<file path="src/rtl/echo_pkg.sv">
// echo_pkg: types and constants shared by the echo-path blocks (serializer state, default
// message/beat widths, beat-count helper).
package echo_pkg;

    typedef enum logic {
        IDLE = 1'b0,
        SEND = 1'b1
    } ser_state_e;

    localparam int ECHO_MSG_WIDTH  = 704;
    localparam int ECHO_BEAT_WIDTH = 32;

    // Returns 0 when in_w is not a positive whole multiple of out_w, so callers can refuse it.
    function automatic int serializer_beats(input int in_w, input int out_w);
        if (out_w <= 0 || in_w < out_w || (in_w % out_w) != 0) begin
            return 0;
        end
        return in_w / out_w;
    endfunction

endpackage

</file>
<file path="src/rtl/pipe_serializer_if.sv">
// pipe_serializer_if: wide-word dequeue side and narrow-beat enqueue side of pipe_serializer.
// out_last and words_sent exist only when SERIALIZER_LAST_EN is defined.
interface pipe_serializer_if #(
    parameter int IN_WIDTH  = echo_pkg::ECHO_MSG_WIDTH,
    parameter int OUT_WIDTH = echo_pkg::ECHO_BEAT_WIDTH
);
    // Handshake: a dequeue happens on every cycle with in_deq_ena=1, which is only raised while
    // in_first_rdy & in_deq_rdy are both high; a beat transfers on every cycle with
    // out_enq_ena=1, which is only raised while out_enq_rdy=1. There is no separate valid/accept
    // pairing beyond these strobes.
    logic [IN_WIDTH-1:0]  in_first;
    logic                 in_first_rdy;
    logic                 in_deq_rdy;
    logic                 in_deq_ena;
    logic [OUT_WIDTH-1:0] out_enq_v;
    logic                 out_enq_rdy;
    logic                 out_enq_ena;
    logic                 busy;
    echo_pkg::ser_state_e dbg_state;
`ifdef SERIALIZER_LAST_EN
    logic                 out_last;
    logic [15:0]          words_sent;

    modport master (
        input  in_first, in_first_rdy, in_deq_rdy, out_enq_rdy,
        output in_deq_ena, out_enq_v, out_enq_ena, busy, dbg_state, out_last, words_sent
    );
    modport slave (
        output in_first, in_first_rdy, in_deq_rdy, out_enq_rdy,
        input  in_deq_ena, out_enq_v, out_enq_ena, busy, dbg_state, out_last, words_sent
    );
`else
    modport master (
        input  in_first, in_first_rdy, in_deq_rdy, out_enq_rdy,
        output in_deq_ena, out_enq_v, out_enq_ena, busy, dbg_state
    );
    modport slave (
        output in_first, in_first_rdy, in_deq_rdy, out_enq_rdy,
        input  in_deq_ena, out_enq_v, out_enq_ena, busy, dbg_state
    );
`endif
endinterface

</file>
<file path="src/rtl/pipe_serializer.sv">
// pipe_serializer: dequeues one IN_WIDTH word and emits it as OUT_WIDTH beats, LS beat first,
// with zero-bubble reload on the last beat. Define SERIALIZER_LAST_EN for out_last/words_sent.
module pipe_serializer
    import echo_pkg::*;
#(
    parameter int IN_WIDTH  = ECHO_MSG_WIDTH,
    parameter int OUT_WIDTH = ECHO_BEAT_WIDTH
) (
    input  logic               CLK,
    input  logic               RST,
    pipe_serializer_if.master  bus
);

    localparam int BEATS = serializer_beats(IN_WIDTH, OUT_WIDTH);
    localparam int CW    = (BEATS < 1) ? 1 : $clog2(BEATS + 1);

    if (BEATS == 0) begin : g_width_check
        $error("pipe_serializer: IN_WIDTH must be a positive multiple of OUT_WIDTH");
    end

    ser_state_e          state, state_nx;
    logic [IN_WIDTH-1:0] sh, sh_nx;
    logic [CW-1:0]       cnt, cnt_nx;
    logic                load_ok;
    logic                deq;
    logic                xfer;

    always_ff @(posedge CLK or posedge RST) begin
        if (RST) begin
            state <= IDLE;
            sh    <= '0;
            cnt   <= '0;
        end else begin
            state <= state_nx;
            sh    <= sh_nx;
            cnt   <= cnt_nx;
        end
    end

    always_comb begin
        state_nx = state;
        sh_nx    = sh;
        cnt_nx   = cnt;
        deq      = 1'b0;
        xfer     = 1'b0;
        // Gated by RST so no dequeue strobe leaks out while the block is held in reset.
        load_ok  = bus.in_first_rdy & bus.in_deq_rdy & ~RST;
        case (state)
            IDLE: begin
                if (load_ok) begin
                    deq      = 1'b1;
                    sh_nx    = bus.in_first;
                    cnt_nx   = CW'(BEATS);
                    state_nx = SEND;
                end
            end
            SEND: begin
                if (bus.out_enq_rdy) begin
                    xfer = 1'b1;
                    if (cnt == CW'(1)) begin
                        if (load_ok) begin
                            deq    = 1'b1;
                            sh_nx  = bus.in_first;
                            cnt_nx = CW'(BEATS);
                        end else begin
                            sh_nx    = sh >> OUT_WIDTH;
                            cnt_nx   = '0;
                            state_nx = IDLE;
                        end
                    end else begin
                        sh_nx  = sh >> OUT_WIDTH;
                        cnt_nx = cnt - CW'(1);
                    end
                end
            end
            default: state_nx = IDLE;
        endcase
    end

    assign bus.in_deq_ena  = deq;
    assign bus.out_enq_ena = xfer;
    assign bus.out_enq_v   = sh[OUT_WIDTH-1:0];
    assign bus.busy        = (state == SEND);
    assign bus.dbg_state   = state;

`ifdef SERIALIZER_LAST_EN
    logic        last_xfer;
    logic [15:0] words_sent_q;

    assign last_xfer = xfer && (cnt == CW'(1));

    always_ff @(posedge CLK or posedge RST) begin
        if (RST) begin
            words_sent_q <= '0;
        end else if (last_xfer) begin
            words_sent_q <= words_sent_q + 16'd1;
        end
    end

    assign bus.out_last   = (state == SEND) && (cnt == CW'(1));
    assign bus.words_sent = words_sent_q;
`endif

endmodule

</file>
<file path="src/flat_wrapper.sv">
// flat-port wrapper written by rule: the top's interface ports become plain ports
module pipe_serializer_flat import echo_pkg::*;
#(
    parameter int IN_WIDTH  = ECHO_MSG_WIDTH,
    parameter int OUT_WIDTH = ECHO_BEAT_WIDTH
)
  (CLK, RST, bus_in_first, bus_in_first_rdy, bus_in_deq_rdy, bus_out_enq_rdy, bus_in_deq_ena, bus_out_enq_v, bus_out_enq_ena, bus_busy, bus_dbg_state);
  pipe_serializer_if #(.IN_WIDTH(IN_WIDTH), .OUT_WIDTH(OUT_WIDTH)) bus_i ();
  input  logic CLK;
  input  logic RST;
  input wire logic [$bits(bus_i.in_first)-1:0] bus_in_first;
  input wire logic [$bits(bus_i.in_first_rdy)-1:0] bus_in_first_rdy;
  input wire logic [$bits(bus_i.in_deq_rdy)-1:0] bus_in_deq_rdy;
  input wire logic [$bits(bus_i.out_enq_rdy)-1:0] bus_out_enq_rdy;
  output wire logic [$bits(bus_i.in_deq_ena)-1:0] bus_in_deq_ena;
  output wire logic [$bits(bus_i.out_enq_v)-1:0] bus_out_enq_v;
  output wire logic [$bits(bus_i.out_enq_ena)-1:0] bus_out_enq_ena;
  output wire logic [$bits(bus_i.busy)-1:0] bus_busy;
  output wire logic [$bits(bus_i.dbg_state)-1:0] bus_dbg_state;
  assign bus_i.in_first = bus_in_first;
  assign bus_i.in_first_rdy = bus_in_first_rdy;
  assign bus_i.in_deq_rdy = bus_in_deq_rdy;
  assign bus_i.out_enq_rdy = bus_out_enq_rdy;
  assign bus_in_deq_ena = bus_i.in_deq_ena;
  assign bus_out_enq_v = bus_i.out_enq_v;
  assign bus_out_enq_ena = bus_i.out_enq_ena;
  assign bus_busy = bus_i.busy;
  assign bus_dbg_state = bus_i.dbg_state;
  pipe_serializer #(.IN_WIDTH(IN_WIDTH), .OUT_WIDTH(OUT_WIDTH)) u_core (.CLK(CLK), .RST(RST), .bus(bus_i));
endmodule
</file>
<file path="config.mk">
export PLATFORM = sky130hd
export DESIGN_NAME = pipe_serializer_flat
export DESIGN_NICKNAME = d
export VERILOG_FILES = /design/src/rtl/echo_pkg.sv /design/src/rtl/pipe_serializer_if.sv /design/src/rtl/pipe_serializer.sv /design/src/flat_wrapper.sv
export SDC_FILE = /design/constraint.sdc
export NUM_CORES = 2
export LEC_CHECK = 0
export CAP_MARGIN = 20
export CORE_AREA = 4 4 288 290
export CTS_CLUSTER_DIAMETER = 150
export DETAILED_ROUTE_END_ITERATION = 16
export DIE_AREA = 0 0 292 294
export GPL_TIMING_DRIVEN = 0
export PLACE_DENSITY = 0.66
export SYNTH_ARGS = -nofsm -noshare
export SYNTH_HDL_FRONTEND = slang
export SYNTH_SLANG_ARGS = --single-unit
</file>
<file path="constraint.sdc">
create_clock -name CLK -period 38.8 [get_ports CLK]
set_clock_uncertainty 0.2 [all_clocks]
set_input_delay 9.7 -clock CLK [delete_from_list [all_inputs] [get_ports CLK]]
set_output_delay 9.7 -clock CLK [all_outputs]
set_load 0.02 [all_outputs]
</file>
* Yosys cells after proc, flatten, opt, wreduce, memory -nomap -nowiden
Cells that the tools add are included.
** Word-level totals
- Flip-flop bits (word level) :: 710
- Bits in latches :: 0
- Bits in writable memories :: 0
- Bits in read-only memories :: 0
- Input bits :: 709
- Output and inout bits :: 36
- Logic and storage cells :: 31
- Memories kept :: 0
** Operators by class
- Add/subtract/negate cells :: 1
- Multiply operators :: 0
- Divide/modulo/power cells :: 0
- Magnitude comparators :: 0
- Eq/ne operators :: 3
- Shifts and indexed selects :: 0
- Mux-type cells :: 19
- Bitwise logic cells :: 4
- Reduce and logical (&&, ||, !) cells :: 1
** Operator list (number)
- 704-bit 2-to-1 mux :: 4
- 704-bit one-hot mux with 2 select lines :: 1
- 5-bit 2-to-1 mux :: 4
- 5-bit one-hot mux with 2 select lines :: 1
- 1-bit 2-to-1 mux :: 7
- 5-bit by 1-bit equality test with 1-bit output, second input constant :: 1
- 5-bit by 1-bit subtractor with 5-bit output, second input constant :: 1
- 1-bit one-hot mux with 2 select lines :: 2
- 1-bit bitwise AND :: 2
- 2-bit by 1-bit != test with 1-bit output, second input constant :: 1
- 2-bit != test, second input constant :: 1
- 1-bit NOT :: 2
- 2-bit AND reduction :: 1

* Longest topological paths before layout
- Depth in word-level cells :: 6
- Mapped depth :: 8
- Gate-level depth less buffers :: 5

* Least setup slack after synthesis
Ideal clock, no wire load.
- Path kind :: in2out
- From :: input bus_in_first_rdy
- To :: output bus_in_deq_ena
- Arrival time :: 10.717 ns
- Required time :: 28.900 ns
- Slack :: 18.183 ns
- Stages :: 5
- Path buffers :: 3
- Cell sequence :: nor4bb_1 clkbuf_1 a21o_1 buf_2 clkbuf_1
** Between the ends
- Longest elaborated chain between the ends :: 6
** Ends and longest elaborated chain
- start: declaration :: line flat_wrapper.sv:12 : input wire logic [$bits(bus_i.in_first_rdy)-1:0] bus_in_first_rdy;
- 1-bit bitwise AND * (2 in a row) :: line pipe_serializer.sv:47 : load_ok = bus.in_first_rdy & bus.in_deq_rdy & ~RST;
- 1-bit 2-to-1 mux * :: line pipe_serializer.sv:50, pipe_serializer.sv:61
- 1-bit 2-to-1 mux :: line pipe_serializer.sv:60 : if (cnt == CW'(1)) begin
- 1-bit 2-to-1 mux :: line pipe_serializer.sv:58 : if (bus.out_enq_rdy) begin
- 1-bit one-hot mux with 2 select lines * :: line pipe_serializer.sv:48 : case (state)
- end: declaration :: line flat_wrapper.sv:15 : output wire logic [$bits(bus_i.in_deq_ena)-1:0] bus_in_deq_ena;
Every way passes the cells marked *; elsewhere a longest branch is shown, timed or not.

* Worst setup path in the final report
- From :: input RST
- To :: output bus_in_deq_ena
** Between the ends
- Longest elaborated chain between the ends :: 6
** Ends and longest elaborated chain
- start: declaration :: line flat_wrapper.sv:10 : input logic RST;
- 1-bit NOT * :: line pipe_serializer.sv:47
- 1-bit bitwise AND * :: line pipe_serializer.sv:47
- 1-bit 2-to-1 mux * :: line pipe_serializer.sv:50, pipe_serializer.sv:61
- 1-bit 2-to-1 mux :: line pipe_serializer.sv:60
- 1-bit 2-to-1 mux :: line pipe_serializer.sv:58
- 1-bit one-hot mux with 2 select lines * :: line pipe_serializer.sv:48
Marked as above.

==> metrics.txt <==
outcome finished clean; Met1 Routed Length 56.66 mm; cells after synthesis 2884; DR WL/cell 31.30 µm; port bufs 744; Area Growth Syn to Fin 36.77%; Crit Path Category input port to primary output; CTS tree done; core area 0.08029 mm²; setup TNS 0 ns; H-tree levels 3; Yosys top cell by area dfrtp_1; Mean Syn Cell Area 11.18 µm²; die width 292 µm; DR iter-0 viols 3553; Worst setup EP type primary output; Post-Route WL 153.8 mm; number of global-route vias before repair 29520; DR vias 29820; adder-cell area share of the yosys netlist 0.0007764; Post-Synth Simple-Gate Area 0.1263; worst setup margin 16.37 ns; main combinational cell family by area after synthesis compound AO/OA/AOI/OAI gates; Final Max Slew Viols 0; ys async rst share 1.000; drt first pass iters 5; Max Cap Viol 0; final hold violation count 0; post-cts hold buffer count 0; post-synthesis xor/xnor area fraction 0; mux share of post-synthesis cell area 0.01025; pwr dens 62.54 mW/mm²; fillers 7126; area of the mapped netlist 0.03223 mm²; worst slew pin tran 1.077 ns; RSZ-0062 raised after global routing false; largest net degree at the start of global routing 128; gr usage total 0.3439; first-pass GRT wire length 214.4 mm; Die Y 294 µm; WP data required 28.90 ns; Synth Flop Type dfrtp_1; Lkg Pwr 0.02073 µW; total die area 0.08585 mm²; Max Buffers Root-to-Sink 3; Compound-Gate Fraction of Synth Area 0.2199; synth unique cells 37; hold slack final 0.2863 ns; post-CTS sizing 0; slew margin rel. 0.2817; worst slack, placed 16.32 ns; sequential area share after synthesis 0.5512; min Tclk post-route 22.43 ns; CTS sink count 710; Register Area 0.01777 mm²; Multi-input gate area 0.01151 mm²; Nets 4427; Worst Setup Start Kind input port; Post-synth EDFFs 0; Yosys reg bits 710; dpl cell area 0.04118 mm²; largest cells by area after synthesis dfrtp_1, a221o_1, and3_1; fin crit share 0.5782; commonest non-fill, non-tap cell in the layout clkdlybuf4s50_1; most frequent cells in the layout clkdlybuf4s50_1, dfrtp_1, a221o_1; Syn. warnings 0; initial core utilization 0.4014; RePlAce Congestion 0.9860; met2 WL post-DR 73.44 mm; WP data arrival 12.53 ns; post-synth top area share 0.5512; Max Freq 0.04457 GHz; Met3 Wirelength 15.92 mm; total congestion overflow 0; IO Count 745; Clock transition at path regs 0.06 ns; Net Count, Synth 3595; initial antenna violation count 107; final count of negative-setup-slack endpoints 0; Root Buffer Master clkbuf_16; DRC 0; Worst Path Max Fanout 10; Post-CTS Repair Setup Buffers 0; post-DR vias/cell 6.069; maximum VDD drop 0.03294 mV; row count 104; DP HPWL 121.3 mm; final instance area 0.04408 mm²; worst hold path class register to register; Top Metal Used met5; remaining antenna violation count after routing 0; layout cell share with drive strength beyond 1 0.07407; cts bufs inserted 79; Clk Latency, worst-skew pair 0.64 ns
==> state kept, by name, indices dropped and copies added (netlist names) <==
signal and count:
u_core.bus.busy 1, u_core.cnt 5, u_core.sh 704
==> power by group <==
part	internal [µW]	total, µW	switching, µW
Sequential	1010	1230	224
Combinational	401	737	336
Clock	461	790	329
==> final timing paths <==
check / cells past startpoint / end / start / slack [ns]
worst max-delay path: 7 / bus_in_deq_ena / RST / 16.37
worst min-delay path: 1 / u_core.sh[600]$_DFFE_PP0P_ / u_core.sh[632]$_DFFE_PP0P_ / 0.29
worst max register to register: 7 / u_core.sh[669]$_DFFE_PP0P_ / u_core.bus.busy$_DFF_PP0_ / 34.71
worst min register to register: 1 / u_core.sh[600]$_DFFE_PP0P_ / u_core.sh[632]$_DFFE_PP0P_ / 0.29
max in group asynchronous: 5 / u_core.sh[61]$_DFFE_PP0P_ / RST / 27.01
min in group asynchronous: 2 / u_core.sh[663]$_DFFE_PP0P_ / RST / 9.47
==> Yosys cell counts, types with 9 or more instances <==
master / count
nand2_1: 36
a221o_1: 673
buf_6: 9
dfrtp_1: 710
nor3_1: 318
inv_1: 354
and3_1: 354
buf_2: 102
clkbuf_1: 196
o221ai_1: 31
buf_4: 33
mux2i_1: 33
==> critical path, stage by stage <==
cell and delay, ns:
clkdlybuf4s50_1 0.57, nor4bb_1 0.33, clkbuf_1 0.35, a21o_1 0.13, buf_2 0.30, clkbuf_1 0.43, clkdlybuf4s50_1 0.71
==> kinds of logic after synthesis <==
kind of cell | after synthesis
multiplexers | 33
AO/OA/AOI/OAI | 715
flip-flops | 710
adder cells (fa/ha/maj) | 2
AND/OR/NAND/NOR | 723
buffers and inverters | 701
==> cell type report <==
cell class	count	area share
inverters	355	0.03040
clock buffers	121	0.05418
repair buffers	751	0.1730
well taps	1060	0.03009
flip-flops and latches	710	0.4030
plain buffers	346	0.03670
multi-input cells	1473	0.2612
clock inverters	24	0.007181
diodes	74	0.004201
==> layer usage <==
metal	track usage	up-vias
li1	-	12780
met1	0.4115	15070
met2	0.5638	1548
met4	0.1563	60
met5	0	-
met3	0.1163	367
==> stage by stage <==
| stage | std cells | power [µW] | util |
|---|---|---|---|
| finish | 4914 | 2757 | 0.5491 |
| global route | 4880 | 2878 | 0.5480 |
| CTS | 4839 | 2750 | 0.5466 |
| detailed placement | 4694 | 1959 | 0.5129 |
| global placement | 4688 | 1946 | 0.5107 |
| floorplan | 2884 | 1624 | - |
Power figures use the tool's default switching activity.
==> patch, RTL diff (same settings) <==
`ECHO_BEAT_WIDTH`: 32 -> 16.
--- a/src/rtl/echo_pkg.sv
+++ b/src/rtl/echo_pkg.sv
@@ -9,5 +9,5 @@
 
     localparam int ECHO_MSG_WIDTH  = 704;
-    localparam int ECHO_BEAT_WIDTH = 32;
+    localparam int ECHO_BEAT_WIDTH = 16;
 
     // Returns 0 when in_w is not a positive whole multiple of out_w, so callers can refuse it.
Interface: changed (resized bus_out_enq_v); port bits go from 745 to 729. The function was not compared with the original's and may differ.
==> patch against the original RTL <==
- worst setup slack lost 410 ps
- design area up 7.8%
- routed wire length up 1.2%
- synthesized cell count rose by 40%
- sequential cell count is 1 higher
- fmax shrank 1.8%
- register-to-register slack about the same
- via count grew 30%
- combinational power increased by 66%
- area after synthesis is 12% higher
- power up 26%
- critical endpoint unchanged
- highest routed layer unchanged
==> patch: results (changes against the original RTL) <==
stage,metric,value,unit,change
global_route,grt_max_degree,127,,-0.78%
yosys,postSynthAreaPerCell,8.91,um^2,-20%
yosys,synth_mux_area_share,0.444,%,-0.58 points
clock_tree,numCtsBuffers,80,,+1.3%
global_route,gr-usage-all-layers,34.5,%,+0.11 points
sta,worst_slew_pin_slew,1100,ps,+22.1 ps
drt,firstDrtPassIters,6,,+1
critical_path,worstPathArrival,12950,ps,+420 ps
place,dp_slack,15940,ps,-387 ps
drt,antenna_left,0,,unchanged
yosys,synth_fp_nets,4756,,+32%
yosys,synth-adder-area-share,0.0694,%,-0.0082 points
final_layout,fillers,7108,,-0.25%
yosys,synth_common_cells,"1381 x nand3_1, 711 x dfrtp_1, 691 x nand2_1",,
drt,post_drt_wl_per_cell,25.9,um,-17%
place,place_area,0.0448,mm^2,+8.8%
yosys,yosysSeqAreaShare,49.4,%,-5.7 points
global_route,grt_pass1_wl,229,mm,+6.9%
outcome,status,"finished, final reports clean",,
final_layout,largest_reg_flops,704,,unchanged
clock_tree,path_clk_slew,60,ps,about the same
place,dp.cells,5838,,+24%
yosys,post_synth_xor_area_fraction,0,%,unchanged
global_route,antenna_found_initial,44,,-59%
drt,via_count,38639,,+30%
clock_tree,cts-resized-gates,0,,unchanged
global_route,first_global_vias,37217,,+26%
clock_tree,cts.path.max_buffers,3,,unchanged
yosys,synth_cell_types,35,,-5.4%
pwr,leakagePower,18.2,nW,-12%
drt,post-route-drc-count,0,,unchanged
clock_tree,insertion_delay,630,ps,
pwr,peakVddDrop,0.0393,mV,+19%
yosys,synth.area.top_cells,"dfrtp_1 49%, nand3_1 19%, a32oi_1 17%, nand2_1 7.2%, clkbuf_1 3.8%",,
place,portBuffers,728,,-2.2%
place,routabilityCongestion,0.948,,-3.8%
final_layout,drive_gt1_share,4.66,%,-2.8 points
yosys,synth_flop_cell,dfrtp_1,,
yosys,synth_compound_area_share,17.6,%,-4.4 points
yosys,async_flop_share,100,%,unchanged
clock_tree,cts_root_buffer,clkbuf_16,,
drt,drt-total-wl,156,mm,+1.2%
hold_path,hold_path_class,reg2reg,,
clock_tree,cts_max_level,3,,unchanged
final_layout,nets,5571,,+26%
drt,drt_iter0_drc,4492,,+26%
place,hpwl,118,mm,-2.6%
yosys,yosys_warnings,0,,unchanged
final_layout,max_flop_register,u_core.sh,,
[patch: final timing paths]
path | cells past startpoint | start | endpoint | slack, ps
max in group asynchronous | 4 | RST | u_core.sh[479] | 27210
min in group asynchronous | 2 | RST | u_core.bus.busy | 9510
setup reg to reg | 8 | u_core.bus.busy | u_core.sh[684] | 34710
setup / recovery | 7 | RST | bus_in_deq_ena | 15950
hold / removal | 1 | u_core.cnt[5] | u_core.cnt[5] | 300
hold reg to reg | 1 | u_core.cnt[5] | u_core.cnt[5] | 300
[patch: layer usage]
metal  wire length, um  GRT usage (%)  vias up
met3             14700           7.92      401
met1             60000           44.9    18892
met4              7540           15.9       32
met2             73100           55.1     2223
met5               206              0        -
li1                  -              -    17091
[patch: cells by family after synthesis]
kind of cell | count (synthesis)
buf+inv | 492
fa+ha+maj | 2
flops | 711
compound gates | 733
simple gates | 2091
mux | 16
[patch: layout make-up]
cell class              count  area, um^2  share of cell area, %
diodes                     29        72.6                  0.153
inverters                   6        30.0                 0.0632
flip-flops and latches    711       17800                   37.4
clock buffers             119        2460                   5.18
clock inverters            21         199                  0.419
multi-input cells        2842       16200                   34.0
plain buffers             486        2060                   4.34
well taps                1060        1330                   2.79
repair buffers            733        7420                   15.6
[patch: worst max-delay path, cell delays in order]
cell,delay (ps)
clkdlybuf4s50_1,660
nand4bb_1,180
clkbuf_1,820
o41ai_4,340
buf_2,350
buf_2,230
clkdlybuf4s50_1,650
[patch: where the power goes]
part	leakage [nW]	switching (mW)	internal, mW
logic	8.79	0.669	0.552
registers	8.08	0.383	1.10
clock network	1.33	0.320	0.457
